<file path="src/rtl/systolic_pkg.sv">
// Shared defaults, FSM state encoding and matrix-select constants for the
// systolic operand skew feeder.
package systolic_pkg;
    localparam int N_DEFAULT  = 4;
    localparam int DW_DEFAULT = 32;

    typedef enum logic [2:0] {
        IDLE,
        CLR,
        STREAM,
        DRAIN,
        FIN
    } state_e;

    localparam logic SEL_A = 1'b0;
    localparam logic SEL_B = 1'b1;
endpackage

</file>
<file path="src/rtl/skew_lane_mux.sv">
// One skewed lane: picks element (t - lane) of a row/column vector, or 0
// when that offset falls outside the N-element window.
module skew_lane_mux #(
    parameter int N  = 4,
    parameter int DW = 32,
    parameter int TW = 4
) (
    input  logic [TW-1:0]         lane_i,
    input  logic [TW-1:0]         t_i,
    input  logic [N-1:0][DW-1:0]  vec_i,
    output logic [DW-1:0]         elem_o
);
    localparam int LW = (N > 1) ? $clog2(N) : 1;

    logic [TW-1:0] off;
    assign off = t_i - lane_i;

    always_comb begin
        elem_o = '0;
        if ((t_i >= lane_i) && (off < TW'(N))) begin
            elem_o = vec_i[off[LW-1:0]];
        end
    end
endmodule

</file>
<file path="src/rtl/systolic_skew_feeder.sv">
// Stages matrices A/B and streams them diagonally skewed into a systolic array.
// Optional SKEW_FEEDER_DBUF_EN adds shadow banks so loads can overlap a pass.
module systolic_skew_feeder
    import systolic_pkg::*;
#(
    parameter int N            = N_DEFAULT,
    parameter int DW           = DW_DEFAULT,
    parameter int DRAIN_CYCLES = 4,
    localparam int LW          = (N > 1) ? $clog2(N) : 1
) (
    input  logic            clk,
    input  logic            rst,
    input  logic            wr_en,
    input  logic            wr_sel,
    input  logic [LW-1:0]   wr_row,
    input  logic [LW-1:0]   wr_col,
    input  logic [DW-1:0]   wr_data,
    input  logic            start,
    output logic            busy,
    output logic            done,
    output logic            arr_rst,
    output logic [N*DW-1:0] west_out,
    output logic [N*DW-1:0] north_out
);
    localparam int CNT_MAX = (2 * N > DRAIN_CYCLES) ? 2 * N : DRAIN_CYCLES;
    localparam int CW      = $clog2(CNT_MAX + 1);
    localparam logic [CW-1:0] STREAM_LAST = CW'(2 * N - 1);
    localparam logic [CW-1:0] DRAIN_LAST  = CW'((DRAIN_CYCLES > 0) ? DRAIN_CYCLES - 1 : 0);

    typedef logic [N-1:0][N-1:0][DW-1:0] mat_t;

    state_e                 state_q, state_d;
    logic [CW-1:0]          cnt_q, cnt_d;
    logic [N-1:0][DW-1:0]   west_q, west_d, north_q, north_d;
    logic [N-1:0][DW-1:0]   west_mux, north_mux;
    mat_t                   a_q, b_q, b_col;
    logic                   accept;

    assign accept = (state_q == IDLE) && start;

`ifdef SKEW_FEEDER_DBUF_EN
    mat_t a_sh_q, a_sh_d, b_sh_q, b_sh_d;

    always_comb begin
        a_sh_d = a_sh_q;
        b_sh_d = b_sh_q;
        if (wr_en) begin
            if (wr_sel == SEL_A) a_sh_d[wr_row][wr_col] = wr_data;
            else if (wr_sel == SEL_B) b_sh_d[wr_row][wr_col] = wr_data;
        end
    end

    // Copy uses the post-write shadow so a write coinciding with start is included
    always_ff @(posedge clk) begin
        if (rst) begin
            a_sh_q <= '0;
            b_sh_q <= '0;
            a_q    <= '0;
            b_q    <= '0;
        end else begin
            a_sh_q <= a_sh_d;
            b_sh_q <= b_sh_d;
            if (accept) begin
                a_q <= a_sh_d;
                b_q <= b_sh_d;
            end
        end
    end
`else
    mat_t a_d, b_d;

    always_comb begin
        a_d = a_q;
        b_d = b_q;
        if (wr_en && (state_q == IDLE)) begin
            if (wr_sel == SEL_A) a_d[wr_row][wr_col] = wr_data;
            else if (wr_sel == SEL_B) b_d[wr_row][wr_col] = wr_data;
        end
    end

    always_ff @(posedge clk) begin
        if (rst) begin
            a_q <= '0;
            b_q <= '0;
        end else begin
            a_q <= a_d;
            b_q <= b_d;
        end
    end
`endif

    for (genvar i = 0; i < N; i++) begin : g_lane
        for (genvar r = 0; r < N; r++) begin : g_col
            assign b_col[i][r] = b_q[r][i];
        end
        skew_lane_mux #(.N(N), .DW(DW), .TW(CW)) u_west (
            .lane_i (CW'(i)),
            .t_i    (cnt_q),
            .vec_i  (a_q[i]),
            .elem_o (west_mux[i])
        );
        skew_lane_mux #(.N(N), .DW(DW), .TW(CW)) u_north (
            .lane_i (CW'(i)),
            .t_i    (cnt_q),
            .vec_i  (b_col[i]),
            .elem_o (north_mux[i])
        );
    end

    always_comb begin
        state_d = state_q;
        cnt_d   = cnt_q;
        west_d  = '0;
        north_d = '0;
        case (state_q)
            IDLE: begin
                if (start) begin
                    state_d = CLR;
                    cnt_d   = '0;
                end
            end
            CLR: begin
                state_d = STREAM;
                west_d  = west_mux;
                north_d = north_mux;
                cnt_d   = cnt_q + CW'(1);
            end
            // cnt_q is the step being registered for the next cycle
            STREAM: begin
                if (cnt_q == STREAM_LAST) begin
                    cnt_d   = '0;
                    state_d = (DRAIN_CYCLES == 0) ? FIN : DRAIN;
                end else begin
                    west_d  = west_mux;
                    north_d = north_mux;
                    cnt_d   = cnt_q + CW'(1);
                end
            end
            DRAIN: begin
                if (cnt_q == DRAIN_LAST) state_d = FIN;
                else cnt_d = cnt_q + CW'(1);
            end
            FIN:     state_d = IDLE;
            default: state_d = IDLE;
        endcase
    end

    always_ff @(posedge clk) begin
        if (rst) begin
            state_q <= IDLE;
            cnt_q   <= '0;
            west_q  <= '0;
            north_q <= '0;
        end else begin
            state_q <= state_d;
            cnt_q   <= cnt_d;
            west_q  <= west_d;
            north_q <= north_d;
        end
    end

    assign busy      = (state_q == CLR) || (state_q == STREAM) || (state_q == DRAIN);
    assign done      = (state_q == FIN);
    assign arr_rst   = (state_q == CLR);
    assign west_out  = west_q;
    assign north_out = north_q;
endmodule

</file>
<file path="config.mk">
export PLATFORM = sky130hd
export DESIGN_NAME = systolic_skew_feeder
export DESIGN_NICKNAME = d
export VERILOG_FILES = /design/src/rtl/systolic_pkg.sv /design/src/rtl/skew_lane_mux.sv /design/src/rtl/systolic_skew_feeder.sv
export SDC_FILE = /design/constraint.sdc
export NUM_CORES = 2
export LEC_CHECK = 0
export ABC_CLOCK_PERIOD_IN_PS = 3600
export CAP_MARGIN = 20
export CORE_AREA = 2 2 283 285
export DETAILED_ROUTE_END_ITERATION = 10
export DIE_AREA = 0 0 285 287
export GPL_TIMING_DRIVEN = 0
export PLACE_DENSITY_LB_ADDON = 0.08
export SYNTH_ARGS = -nofsm -noshare
export SYNTH_HDL_FRONTEND = slang
export SYNTH_SLANG_ARGS = --single-unit
</file>
<file path="constraint.sdc">
create_clock -name clk -period 3.6 [get_ports clk]
set_input_delay 0.36 -clock clk [delete_from_list [all_inputs] [get_ports clk]]
set_output_delay 0.36 -clock clk [all_outputs]
set_load 0.02 [all_outputs]
</file>
* After elaboration in Yosys (flattened, before gate mapping) *
Index checks and enable logic that the tools add are counted.

word-level totals
  logic and storage cells = 130
  input bits = 41
  output and inout bits = 259
  register bits = 1287

cells by class
  reduce and logical (&&, ||, !) cells = 15
  $lt $le $gt $ge = 16
  bitwise operators = 1
  $add $sub $neg = 4
  mux-type cells = 42
  eq/ne operators = 10

operator list
  cell                   number
  $bwmux W512            2
  $mux W32               17
  $bmux W32 S2           8
  $pmux W128 S2          2
  $mux W128              3
  $demux W128 S2         1
  $demux W32 S2          1
  $lt A2 B3 Y1 const B   6
  $lt A4 B3 Y1 const B   4
  $pmux W4 S4            1
  $mux W4                3
  $pmux W3 S4            1
  $mux W3                3
  $ge A4 B1 Y1 const B   2
  $ge A4 B2 Y1 const B   2
  $ne A2 B2 Y1 const B   4
  $sub A4 B2 Y4 const B  2
  $logic_and A1 B1 Y1    7
  $eq A3 B2 Y1 const B   2
  $reduce_and A3 Y1      2
  $add A4 B1 Y4 const B  1
  $eq A4 B2 Y1 const B   1
  $eq A4 B3 Y1 const B   1
  $ge A2 B1 Y1 const B   2
  other kinds (8)        10

* Longest topological paths before layout *
  word-level depth = 7
  mapped depth = 9
  mapped depth without buffers = 6

* Hierarchy *
From an unflattened synthesis, not the netlist that was laid out.

second synthesis, totals
  cell total of the unflattened synthesis = 5948
  area, all modules = 54088.1 um2

by module, submodules not included
  module                sequential area each (um2)  times used  area each (um2)  cells an instance
  systolic_skew_feeder  25764.7                     1           44649.1          5212
  skew_lane_mux         0.0                         8           1179.9           92

* Worst setup path before layout *
No wires, ideal clock.

  path kind = register to register
  start point = register cnt_q[1]
  end point = register west_q, in the netlist west_out[54]
  clock period less this slack = 2.156 ns
  setup time = 0.128 ns
  setup slack = 1.444 ns
  arrival time = 2.028 ns
  stages on the path, launching flop included = 8
  data required time = 3.472 ns
  buffers on the path = 3
  cell sequence = dfxtp_1 > clkbuf_1 > inv_1 > ha_1 > clkbuf_1 > clkbuf_1 > mux4_2 > nor2b_1

between the ends
  word-level cells in the longest chain between the ends = 6
  elaborated cells on any way between the ends = 10
  those cells by class = add/sub: 1; order compare: 2; eq/ne: 1; mux: 5; reduce/logical: 1

RTL lines
  what                                             line                                      source
  from (decl)                                      systolic_skew_feeder.sv:33                logic [CW-1:0] cnt_q, cnt_d;
  from (signal assigned)                           systolic_skew_feeder.sv:156               cnt_q <= cnt_d;
  $sub A4 B1 Y4                                    skew_lane_mux.sv:16                       assign off = t_i - lane_i;
  $lt A4 B3 Y1 or $bmux W32 S2 (tied branches)     skew_lane_mux.sv:20, skew_lane_mux.sv:21
  $logic_and A1 B1 Y1 or $mux W32 (tied branches)  skew_lane_mux.sv:20, skew_lane_mux.sv:21
  $mux W32                                         skew_lane_mux.sv:20                       if ((t_i >= lane_i) && (off < TW'(N))) begin
  $mux W128                                        systolic_skew_feeder.sv:130               if (cnt_q == STREAM_LAST) begin
  $pmux W128 S2 (*)                                systolic_skew_feeder.sv:115               case (state_q)
  to (signal assigned)                             systolic_skew_feeder.sv:157               west_q <= west_d;
  to (decl)                                        systolic_skew_feeder.sv:34                logic [N-1:0][DW-1:0] west_q, west_d, north_q, north_d;

Mark *: on every way between the ends. The rest lies on a longest branch, timed or not. The select of a mux whose other input is x is not followed.
A chain may end at the register's enable or synchronous reset.

* Worst setup path in the final report *
  start point = register cnt_q[0]
  end point = register west_q, in the netlist west_out[93]

between the ends
  word-level cells in the longest chain between the ends = 6
  elaborated cells on any way between the ends = 10
  those cells by class = add/sub: 1; order compare: 2; eq/ne: 1; mux: 5; reduce/logical: 1

RTL lines
  what                                             line
  $sub A4 B2 Y4                                    skew_lane_mux.sv:16
  $lt A4 B3 Y1 or $bmux W32 S2 (tied branches)     skew_lane_mux.sv:20, skew_lane_mux.sv:21
  $logic_and A1 B1 Y1 or $mux W32 (tied branches)  skew_lane_mux.sv:20, skew_lane_mux.sv:21
  $mux W32                                         skew_lane_mux.sv:20
  $mux W128                                        systolic_skew_feeder.sv:130
  $pmux W128 S2 (*)                                systolic_skew_feeder.sv:115

Marked as above.

==> results.md <==
- Entering global routing, the biggest net connects 17 pins.
- The clock network latency to the later pin of the worst-skew pair is 0.74 ns.
- Counting every instance in the synthesized netlist gives 5537.
- The worst setup path is captured at a flip-flop.
- In this run the worst path has a maximum fanout of 10.
- After detailed routing, the number of vias per cell comes to 6.13.
- The endpoint identified for the worst register-to-register timing path is west_out[93].
- Each instance of the synthesized netlist takes up on average 9.01 µm².
- The H-tree was split into 4 levels.
- The average wire per standard cell is 24.8 µm.
- Counting every sink on the clock net gives 1287.
- The site row count is 103.
- The number of hold violations in the final report is 0.
- In this run the remaining antenna-violating nets after routing total 0.
- Setup repair after global routing left no endpoint under its margin.
- After clock tree synthesis, the clock-pin slew on the worst setup and hold paths is 0.06 ns.
- For this run, global-route usage on met1 was measured as 0.497.
- The total count of max-transition violations in the final report is 0.
- The synthesis-to-layout area growth is 17.7%.
- Data on the critical path arrives at its endpoint at 4.30 ns.
- The routability-driven placement congestion ratio is 0.988.
- After the last flow step, the layout net total stands at 6025.
- The area of the core region is 78600 µm².
- Summed over all layers, the global routing overflow is 0.
- The total clock buffers created by CTS is 131.
- The post-CTS setup buffer count is 0.
- The post-synthesis cell type with the largest combined area is sky130_fd_sc_hd__dfxtp_1.
- TritonCTS built the clock tree.
- The final reports fail on negative setup slack.
- The number of remaining DRC errors is 0.
- For the worst setup path, the data required time is 4.21 ns.
- Setup slack on the critical path of the routed design comes to -0.0916 ns.
- The effective utilization at floorplan is 0.635.
- The number of buffers inserted by port buffering is 298.
- In this run the vertical extent of the chip is 287 µm.
- Along the worst hold path, the cell count comes to 3.
- The worst hold path terminates at a_q[131].
- The die footprint is 81800 µm².
- The number of gates resized after CTS was 0.
- The maximum operating frequency is 0.271 GHz.
- The most frequent cell after synthesis is sky130_fd_sc_hd__nand2_1.
- The first routing iteration left 4832 violations.
- The worst setup path is launched from a flip-flop.
- The HPWL after detailed placement is 123000 µm.
- Of the post-synthesis cell area, the dominant cell type holds 0.516.
- Sorting the synthesized cells by area gives the leading types as sky130_fd_sc_hd__dfxtp_1 (52%), sky130_fd_sc_hd__nand2_1 (15%), sky130_fd_sc_hd__mux4_2 (12%).
- The cell chosen for the clock root is sky130_fd_sc_hd__clkbuf_16.
- The share of flip-flops with an asynchronous set or reset is 0.
- In the final layout, the share of cells above drive strength 1 is 0.119.
- The clock arrives with 0.0189 ns of skew.
- The routed wire length is 177000 µm.
- For this design the ratio of total power to cell area is 520 nW/µm².
- The overall track demand over capacity in global routing is 0.423.
- The number of nets in the synthesized netlist is 5584.
- The startpoint of the worst register-to-register path is cnt_q[0].
- The leakage power figure is 19.3 nW.
- The met2 capacity usage during global routing is 0.637.
- The worst reg-to-reg path cell count is 6.
- Sorting the synthesized cells by how often they occur yields sky130_fd_sc_hd__nand2_1 (2057), sky130_fd_sc_hd__dfxtp_1 (1287), sky130_fd_sc_hd__a21oi_1 (1026), sky130_fd_sc_hd__clkbuf_1 (277), sky130_fd_sc_hd__mux4_2 (256).
- The internal reg-to-reg setup slack is -0.09 ns.
- The worst setup slack after placement is 0.0219 ns.
- Setup violations remaining at the end of the flow were counted as 20.
- The worst setup path startpoint is cnt_q[0].
- Measured against its own limit, the worst slew margin works out to 0.141.
- Of the synthesized area, sequential elements account for 0.516.
- The synthesized design contains 0 enable-type register cells.
- For this run, the number of Yosys warnings is 0.
- The first global-routing pass estimated 256000 µm of wire.
- Across the run, the number of max-cap violations was 0.
- The pre-antenna-repair detailed-routing pass consisted of 7 iterations.
- The overall via count from detail_route is 43700.
- For this run, the share of the core covered by cells in the final layout is 0.747.
- Synthesis instantiated 43 different standard cells from the library.
- The routed design could run at a clock period as short as 3.69 ns.
- The hold-fix buffer count after cts is 0.
- Of the available clock period, the critical path in the final layout requires 1.03.
- In the global route stage, met3 resource usage came out at 0.143.
- At the pin with the least slew margin, the transition time is 1.29 ns.
- After synthesis the cells add up to 49900 µm².
- The horizontal extent of the die is 285 µm.
- After synthesis the netlist holds a flip-flop and latch count of 1287.
- The flow ran to the end, but the final reports show violations.
- Hold timing on the final database bottoms out at a slack of 0.347 ns.
- The kind of critical path is flip-flop to flip-flop.
- The initial antenna violation count is 13.
- The layer flagged by global routing as most heavily used is met2.
- For this design the top-level I/O count stands at 300.
- The maximum vdd drop is 490 µV.
- The startpoint of the most critical hold path is rst.
- The prevailing post-synth register cell is sky130_fd_sc_hd__dfxtp_1.
- Counting along the longest clock path gives a buffer depth of 3.
- The via count of the first global-routing pass was 41500.
- The worst hold-check path type is primary input to flip-flop.
==> flip-flops by register name (all words and copies together), names as in the netlist <==
name       cells
a_q          512
b_col        512
cnt_q          4
north_out    128
state_q        3
west_out     128
==> cells by family (layout without fill, tap and decap cells) <==
logic type	after synthesis	in the layout	synth area share
and+or+nand+nor	2419	2419	0.209
DFF	1287	1287	0.516
AOI/OAI and AO/OA	1037	1037	0.105
buffers and inverters	526	1065	0.0516
muxes	257	257	0.116
adders and majority gates	6	6	0.00150
xor gates and xnor gates	5	5	0.000878
other	0	11	0
==> final cells by class <==
| class | instances | area (µm²) |
|---|---|---|
| buffer | 520 | 2550 |
| antenna | 11 | 27.5 |
| inverter | 5 | 18.8 |
| timing repair buffer | 309 | 3170 |
| tap | 1050 | 1310 |
| fill | 5744 | 19900 |
| sequential | 1287 | 25800 |
| multi-input combinational | 3724 | 21600 |
| clock inverter | 36 | 413 |
| clock buffer | 195 | 3880 |
==> how the worst max path moves through the flow <==
stage / slack (ns) / end / cells after the start
after detailed placement: 0.02 / west_out[0] / 6
final: -0.09 / west_out[93] / 6
after floorplan: 1.44 / west_out[54] / 7
after global placement: -0.69 / north_out[4] / 4
after CTS: 0.003 / west_out[0] / 6
after global routing: 0.004 / west_out[93] / 6
==> per-stage QoR <==
| step | TNS (ns) | instance area, µm² | total power [mW] | std cells |
|---|---|---|---|---|
| detailed placement | 0 | 54400 | 17.0 | 6893 |
| global route | 0 | 58700 | 31.1 | 7128 |
| finish | -1.02 | 58700 | 30.5 | 7137 |
| CTS | 0 | 58700 | 30.3 | 7124 |
| global placement | -43.53 | 54200 | 16.9 | 6885 |
| floorplan | 0 | 49900 | 16.0 | 5537 |
==> cell usage in the layout (no fill, tap or decap), types with 52 or more instances in the layout <==
| master | synthesis | final |
|---|---|---|
| sky130_fd_sc_hd__clkbuf_1 | 277 | 309 |
| sky130_fd_sc_hd__clkbuf_16 | 0 | 136 |
| sky130_fd_sc_hd__a21oi_1 | 1026 | 1026 |
| sky130_fd_sc_hd__nor2b_1 | 198 | 198 |
| sky130_fd_sc_hd__and3_1 | 65 | 65 |
| sky130_fd_sc_hd__buf_6 | 51 | 52 |
| sky130_fd_sc_hd__dfxtp_1 | 1287 | 1287 |
| sky130_fd_sc_hd__nand2_1 | 2057 | 2057 |
| sky130_fd_sc_hd__buf_2 | 161 | 161 |
| sky130_fd_sc_hd__mux4_2 | 256 | 256 |
| sky130_fd_sc_hd__clkdlybuf4s50_1 | 0 | 298 |
==> worst max-delay path, stage by stage (launching register included) <==
cell,delay (ns)
sky130_fd_sc_hd__dfxtp_1,0.33
sky130_fd_sc_hd__buf_2,0.32
sky130_fd_sc_hd__buf_2,0.53
sky130_fd_sc_hd__buf_1,1.00
sky130_fd_sc_hd__buf_1,0.77
sky130_fd_sc_hd__mux4_2,0.42
sky130_fd_sc_hd__nor2b_1,0.15
==> power breakdown <==
group          leakage (nW)  switching, mW  internal [mW]
Sequential             10.4         0.0424           14.3
Clock                  2.11           5.73           8.03
Combinational          6.82           1.74          0.676
==> metal layers <==
layer | routed length, µm | vias up
li1 | - | 19300
met3 | 23200 | 775
met1 | 60800 | 20800
met5 | 64 | -
met2 | 77100 | 2908
met4 | 15700 | 10
No activity file was read; power rests on OpenSTA's default activity.
